==> config.mk <==
export PLATFORM = sky130hd
export DESIGN_NAME = writeback_stage
export DESIGN_NICKNAME = d
export VERILOG_FILES = /design/src/rtl/writeback_stage.sv
export SDC_FILE = /design/constraint.sdc
export NUM_CORES = 1
export LEC_CHECK = 0
export CORE_UTILIZATION = 28
export CTS_CLUSTER_SIZE = 12
export DETAILED_ROUTE_END_ITERATION = 10
export PLACE_DENSITY = 0.59
export SYNTH_ARGS = -nofsm -noshare
export SYNTH_HDL_FRONTEND = slang
export SYNTH_SLANG_ARGS = --single-unit
==> constraint.sdc <==
create_clock -name CLK -period 7.8 [get_ports CLK]
set_clock_uncertainty 0.15 [all_clocks]
set_input_delay 0.78 -clock CLK [delete_from_list [all_inputs] [get_ports CLK]]
set_output_delay 0.78 -clock CLK [all_outputs]
set_load 0.05 [all_outputs]
==> src/rtl/writeback_stage.sv <==
// MiniMIPS WB stage: MEM/WB pipeline register, load alignment/extension and result select.
// Optional retired-instruction counter enabled by defining WB_RETIRE_CNT_EN.
module writeback_stage #(
  parameter int DATA_W = 32,
  parameter int CNT_W  = 32
) (
  input  logic              CLK,
  input  logic              RST,
  input  logic              StallW,
  input  logic              FlushW,
  input  logic              ValidM,
  input  logic              RegWriteM,
  input  logic              MemtoRegM,
  input  logic              LinkM,
  input  logic [1:0]        LoadSizeM,
  input  logic              LoadSignedM,
  input  logic [4:0]        WriteRegM,
  input  logic [DATA_W-1:0] ALUOutM,
  input  logic [DATA_W-1:0] ReadDataM,
  input  logic [DATA_W-1:0] PCPlus4M,
  output logic              ValidW,
  output logic              RegWriteW,
  output logic [4:0]        WriteRegW,
`ifdef WB_RETIRE_CNT_EN
  output logic [CNT_W-1:0]  RetireCountW,
`endif
  output logic [DATA_W-1:0] ResultW
);

  logic              valid_q;
  logic              reg_write_q;
  logic              mem_to_reg_q;
  logic              link_q;
  logic [1:0]        load_size_q;
  logic              load_signed_q;
  logic [4:0]        write_reg_q;
  logic [DATA_W-1:0] alu_out_q;
  logic [DATA_W-1:0] read_data_q;
  logic [DATA_W-1:0] pc_plus4_q;

  logic [7:0]        byte_val;
  logic [15:0]       half_val;
  logic [DATA_W-1:0] load_data;

  // Flush only needs to kill the control bits; the data fields are don't-care and simply hold.
  always_ff @(posedge CLK or posedge RST) begin
    if (RST) begin
      valid_q       <= 1'b0;
      reg_write_q   <= 1'b0;
      mem_to_reg_q  <= 1'b0;
      link_q        <= 1'b0;
      load_size_q   <= 2'b00;
      load_signed_q <= 1'b0;
      write_reg_q   <= 5'd0;
      alu_out_q     <= '0;
      read_data_q   <= '0;
      pc_plus4_q    <= '0;
    end else if (FlushW) begin
      valid_q     <= 1'b0;
      reg_write_q <= 1'b0;
    end else if (!StallW) begin
      valid_q       <= ValidM;
      reg_write_q   <= RegWriteM;
      mem_to_reg_q  <= MemtoRegM;
      link_q        <= LinkM;
      load_size_q   <= LoadSizeM;
      load_signed_q <= LoadSignedM;
      write_reg_q   <= WriteRegM;
      alu_out_q     <= ALUOutM;
      read_data_q   <= ReadDataM;
      pc_plus4_q    <= PCPlus4M;
    end
  end

  always_comb begin
    byte_val  = read_data_q[7:0];
    half_val  = alu_out_q[1] ? read_data_q[31:16] : read_data_q[15:0];
    load_data = read_data_q;
    ResultW   = alu_out_q;
    case (alu_out_q[1:0])
      2'd0:    byte_val = read_data_q[7:0];
      2'd1:    byte_val = read_data_q[15:8];
      2'd2:    byte_val = read_data_q[23:16];
      default: byte_val = read_data_q[31:24];
    endcase
    // Size 11 is reserved and falls through to a plain word load.
    case (load_size_q)
      2'b01:   load_data = {{(DATA_W-16){load_signed_q & half_val[15]}}, half_val};
      2'b10:   load_data = {{(DATA_W-8){load_signed_q & byte_val[7]}}, byte_val};
      default: load_data = read_data_q;
    endcase
    if (link_q)
      ResultW = pc_plus4_q;
    else if (mem_to_reg_q)
      ResultW = load_data;
  end

  assign ValidW    = valid_q;
  assign RegWriteW = reg_write_q & valid_q & (write_reg_q != 5'd0);
  assign WriteRegW = write_reg_q;

`ifdef WB_RETIRE_CNT_EN
  // An instruction retires on the edge it leaves WB unstalled; flush does not un-retire it.
  always_ff @(posedge CLK or posedge RST) begin
    if (RST)
      RetireCountW <= '0;
    else if (valid_q && !StallW)
      RetireCountW <= RetireCountW + 1'b1;
  end
`endif

endmodule

==> results.sh, run 1 <==
export IMPL_critical_path_class="flip-flop to primary output"
export IMPL_cts_hold_fix_buffers=0
export IMPL_leakage_nw=2.90
export IMPL_p_seq_frac=0.393
export IMPL_dieHeight_um=140
export IMPL_whs_ps=351
export IMPL_clock_path_buffers=2
export IMPL_die_w_um=140
export IMPL_nNetsFinal=744
export IMPL_syn_area_per_cell_um2=10.6
export IMPL_ctsResizeCount=0
export IMPL_via_count=4355
export IMPL_slowest_stage="ha_2"
export IMPL_min_path_type="flip-flop to flip-flop"
export IMPL_grt_max_degree=81
export IMPL_num_antenna_cells=0
export IMPL_cts_setup_buffers=0
export IMPL_final_common_cell="clkdlybuf4s50_1"
export IMPL_async_flop_share=1.00
export IMPL_placed_cells=853
export IMPL_fin_tns_setup_ps=0
export IMPL_drive_gt1_frac=0.191
export IMPL_clk_pin_slew_ps=70
export IMPL_gr_usage_all_layers=0.166
export IMPL_grt_pass1_wl_um=24800
export IMPL_coreArea_mm2=0.0188
export IMPL_p_sw_uw=691
export IMPL_io_buffers=150
export IMPL_worst_pin_slew_ps=963
export IMPL_slew_violations=0
export IMPL_antenna_found_initial=0
export IMPL_dpl_cell_area_mm2=0.00704
export IMPL_internal_power_mw=1.14
export IMPL_drc=0
export IMPL_critPathMaxStageDelay_ps=920
export IMPL_outcome="finished, final reports clean"
export IMPL_fill_cells=1808
export IMPL_synth_seq_area_share=0.504
export IMPL_cts_root_buf="clkbuf_16"
export IMPL_crit_arrival_ps=3550
export IMPL_synthAdderAreaFrac=0.00466
export IMPL_setup_violations=0
export IMPL_synth_compound_area_share=0.165
export IMPL_detail_route_antenna_nets=0
export IMPL_cap_violations=0
export IMPL_wl_um=15900
export IMPL_synth_edf_count=0
export IMPL_ys_types=33
export IMPL_clkPwrFrac=0.238
export IMPL_first_global_vias=4437
export IMPL_drt_iter0_markers=228
export IMPL_yosys_area_share_simple=0.0765
export IMPL_fin_crit_sh=0.574
export IMPL_critPathLaunchType="flip-flop"
export IMPL_cp_data_required_time_ps=6870
export IMPL_initial_core_util=0.286
export IMPL_first_pass_iters=4
export IMPL_grt_overflow_total=0
export IMPL_cts_max_level=3
export IMPL_ys_ff_latch=108
export IMPL_cp_common_cell="inv_1"
export IMPL_synthCells=505
export IMPL_ys_warn_count=0
export IMPL_postLayoutCellArea_mm2=0.00731
export IMPL_wire_per_inst_um=18.3
export IMPL_end_kind="primary output"
export IMPL_cts_sinks=108
export IMPL_p_comb_frac=0.369
export IMPL_crit_family="buffers and inverters"
export IMPL_synth_top_family_by_area="multiplexers"
export IMPL_syn_to_final_growth_pct=36.3
export IMPL_layout_common_cells="clkdlybuf4s50_1, dfrtp_1, mux2_2, nand2_1, a21oi_1"
export IMPL_synth_xor_area_share=0
export IMPL_synthesis_area_mm2=0.00537
export IMPL_fmax_mhz=223
export IMPL_cts_buffers=9
export IMPL_cp_max_fo=52
export IMPL_top_level_ports=151
export IMPL_muxShareOfSynthArea=0.205
export IMPL_rsz0062_at_grt="false"
export IMPL_clk_latency_ps=350
export IMPL_finalPower_mw=1.83
export IMPL_cts_tree="yes"
export IMPL_period_needed_ps=4480
export IMPL_dp_hpwl_um=11700
export IMPL_synth_nets=619
export IMPL_ir_drop_mv=0.122
export IMPL_cp_cell_sequence="inv_1 > ha_2 > inv_1 > a311oi_1 > a2bb2oi_1 > clkdlybuf4s50_1"
export IMPL_rows=50
export IMPL_swShare=0.378
export IMPL_synth_ff_type="dfrtp_1"
export IMPL_via_per_inst=5.01
export IMPL_relSlewSlack=0.358
export IMPL_instances_no_fill=869
export IMPL_p_per_area_mw_per_mm2=250
export IMPL_die_area_mm2=0.0197
export IMPL_hold_viol=0
export IMPL_gp_congestion=0.844
export IMPL_worst_path_buf_inv=3
-- sequential cells by signal, summed over array words and instances, names as in the netlist --
signal and cells:
ValidW 1, WriteRegW 5, alu_out_q 32, link_q 1
load_signed_q 1, load_size_q 2, mem_to_reg_q 1, pc_plus4_q 32
read_data_q 32, reg_write_q 1
-- stage by stage --
stage	utilization	setup WS, ps
2_1_floorplan	-	4020
3_3_place_gp	0.375	3800
3_5_place_dp	0.375	3760
4_1_cts	0.390	3350
5_1_grt	0.390	3090
6_report	0.390	3320
-- power groups by stage --
stage | Clock [mW] | Sequential, mW | Combinational [mW]
finish | 0.435 | 0.717 | 0.674
global route | 0.472 | 0.729 | 0.718
CTS | 0.445 | 0.718 | 0.678
detailed placement | 0 | 0.729 | 0.674
global placement | 0 | 0.725 | 0.667
floorplan | 0 | 0.702 | 0.450
-- worst register-to-register path, stage by stage, from the launching register on --
cell and delay [ps]:
dfrtp_2 990, inv_1 450, o21ai_0 250
-- cell type report --
cell class,count,area (µm²),area share
Inverter,19,73.8,0.0101
Timing Repair Buffer,154,1530,0.209
Sequential cell,108,2710,0.370
Multi-Input combinational cell,338,2430,0.333
Clock buffer,10,239,0.0327
Clock inverter,6,40.0,0.00547
Tap cell,234,293,0.0400
-- synthesized netlist by cell type (5+ instances only) --
library cell	instances	area (µm²)
dfrtp_1	108	2700
mux2_2	93	1050
nand2_1	54	203
a21oi_1	44	220
o21ai_0	41	205
clkbuf_1	28	105
nor2_1	20	75.1
inv_1	19	71.3
o31ai_1	16	120
nand3_1	15	75.1
a311oi_1	10	87.6
a22oi_1	9	67.6
buf_2	9	45.0
a221oi_1	5	43.8
-- layer usage --
| metal | global-route usage | part of all wire |
|---|---|---|
| met4 | 0.0584 | 0.022 |
| met2 | 0.271 | 0.48 |
| met1 | 0.216 | 0.45 |
| met3 | 0.0366 | 0.056 |
| met5 | 0 | 0 |
-- worst paths after layout --
kind / from / depth (start not counted) / endpoint / slack [ps]
worst max register to register: mem_to_reg_q / 2 / mem_to_reg_q / 5870
min in group asynchronous: RST / 2 / reg_write_q / 660
worst min register to register: alu_out_q[28] / 1 / alu_out_q[28] / 350
worst max-delay path: load_size_q[0] / 6 / ResultW[0] / 3320
worst min-delay path: alu_out_q[28] / 1 / alu_out_q[28] / 350
max in group asynchronous: RST / 3 / link_q / 5550
-- kinds of logic (layout without fill, tap and decap cells) --
| logic type | count (synthesis) | after routing |
|---|---|---|
| AO/OA/AOI/OAI | 141 | 141 |
| adder cells (fa/ha/maj) | 2 | 2 |
| buffers and inverters | 59 | 189 |
| flip-flops | 108 | 108 |
| multiplexers | 97 | 97 |
| AND/OR/NAND/NOR | 98 | 98 |
Note: power is estimated with default switching activity, not from simulation.
==> inputs of run 2 (changes only) <==
Settings changed: PLACE_DENSITY 0.59 to 0.6.
Clock period 7.8 ns to 3.7 ns, I/O delays scaled along.
==> run 2 against run 1 <==
Clock-buffer cell count shrank 1. Combinational power grew 120%. Final area grew 0.94%. Sequential power grew 110%. Non-clock buffer count grew 4. Critical path depth grew 1. Sequential cell count is the same. Global-route usage shrank 0.13 points. Largest cell class unchanged. Largest power group unchanged.
==> results.sh, run 2 (synthesis gave the netlist of run 1 again) <==
export IMPL_outcome="finished, final reports clean"
export IMPL_finalPower_mw=3.91
export IMPL_cts_sinks=108
export IMPL_period_needed_ps=3470
export IMPL_drt_iter0_markers=247
export IMPL_whs_ps=286
export IMPL_gr_usage_all_layers=0.164
export IMPL_slowest_stage="clkdlybuf4s50_1"
export IMPL_grt_max_degree=121
export IMPL_fin_crit_sh=0.939
export IMPL_dpl_cell_area_mm2=0.00710
export IMPL_cap_violations=0
export IMPL_via_per_inst=4.99
export IMPL_cts_tree="yes"
export IMPL_setup_violations=0
export IMPL_clock_path_buffers=2
export IMPL_drc=0
export IMPL_post_route_worst_setup_slack_ps=227
export IMPL_grt_overflow_total=0
export IMPL_p_per_area_mw_per_mm2=530
export IMPL_pre_cts_ws_ps=611
export IMPL_final_common_cell="clkdlybuf4s50_1"
export IMPL_coreArea_mm2=0.0188
export IMPL_crit_arrival_ps=2950
export IMPL_cp_common_cell="inv_1"
export IMPL_layout_common_cells="clkdlybuf4s50_1, dfrtp_1, mux2_2, nand2_1, a21oi_1"
export IMPL_cts_root_buf="clkbuf_16"
export IMPL_grt_pass1_wl_um=24500
export IMPL_relSlewSlack=0.531
export IMPL_worst_pin_slew_ps=704
export IMPL_detail_route_antenna_nets=0
export IMPL_gp_congestion=0.874
export IMPL_ir_drop_mv=0.316
export IMPL_rsz0062_at_grt="false"
export IMPL_cts_setup_buffers=0
export IMPL_clk_latency_ps=350
export IMPL_syn_to_final_growth_pct=37.6
export IMPL_first_pass_iters=7
export IMPL_dieHeight_um=140
export IMPL_fmax_mhz=288
export IMPL_nNetsFinal=748
export IMPL_fin_tns_setup_ps=0
export IMPL_io_buffers=150
export IMPL_fill_cells=1827
export IMPL_postLayoutCellArea_mm2=0.00738
export IMPL_hold_viol=0
export IMPL_clk_pin_slew_ps=70
export IMPL_end_kind="primary output"
export IMPL_drive_gt1_frac=0.226
export IMPL_rows=50
export IMPL_cts_max_level=3
export IMPL_slew_violations=0
export IMPL_cp_data_required_time_ps=3180
export IMPL_wire_per_inst_um=18.0
export IMPL_antenna_found_initial=2
export IMPL_initial_core_util=0.286
export IMPL_min_path_type="input port to asynchronous set/reset pin"
export IMPL_wl_um=15700
export IMPL_via_count=4355
export IMPL_cp_max_fo=29
export IMPL_leakage_nw=2.97
export IMPL_first_global_vias=4418
export IMPL_cp_cell_sequence="inv_1 > ha_2 > inv_1 > and2_1 > nand2_1 > o211ai_1 > clkdlybuf4s50_1"
export IMPL_largestRegisters="alu_out_q x32, pc_plus4_q x32, read_data_q x32"
export IMPL_cts_hold_fix_buffers=0
export IMPL_critPathLaunchType="flip-flop"
export IMPL_critical_path_class="flip-flop to primary output"
export IMPL_top_level_ports=151
export IMPL_ctsResizeCount=0
export IMPL_cts_buffers=9
export IMPL_critPathMaxStageDelay_ps=840
export IMPL_die_area_mm2=0.0197
export IMPL_dp_hpwl_um=11400
export IMPL_die_w_um=140
run 2: final timing paths:
path | from | end | slack [ps] | cells after the start
hold / removal | RST | pc_plus4_q[12] | 290 | 3
max in group asynchronous | RST | link_q | 2480 | 3
setup reg to reg | link_q | link_q | 2130 | 2
min in group CLK | alu_out_q[23] | alu_out_q[23] | 350 | 1
setup / recovery | load_size_q[0] | ResultW[1] | 230 | 7
hold reg to reg | alu_out_q[23] | alu_out_q[23] | 350 | 1
run 2: cell type report:
class	count	area (µm²)	share of cell area
Antenna cell	1	2.50	0.000339
Clock buffer	9	225	0.0305
Clock inverter	5	55.1	0.00746
Inverter	19	73.8	0.0100
Multi-Input combinational cell	338	2430	0.329
Sequential cell	108	2710	0.366
Tap cell	234	293	0.0397
Timing Repair Buffer	158	1600	0.216
run 2: per-layer routing:
metal  wire length [µm]  GRT usage  up-vias  part of all wire
met4                233     0.0515        2             0.015
li1                   -          -     2079                 -
met1               6910      0.218     2107              0.44
met3               1180     0.0489       19             0.075
met5                 11          0        -           0.00070
met2               7360      0.257      148              0.47
run 2: critical path: cells and delay by family (launching register included):
family	cells	cell delay [ps]
buffers and inverters	3	1150
flip-flops	1	380
AND/OR/NAND/NOR	2	380
AO/OA/AOI/OAI	1	230
adder cells (fa/ha/maj)	1	450
run 2: report_power, final:
group          total, mW  switching [mW]  internal, mW
combinational       1.46           0.863         0.597
clock              0.946           0.431         0.515
sequential          1.51           0.159          1.35
run 2: per-stage QoR:
step / util / cells
floorplan: - / 505
global placement: 0.378 / 857
detailed placement: 0.378 / 857
CTS: 0.393 / 871
global route: 0.393 / 871
finish: 0.393 / 872
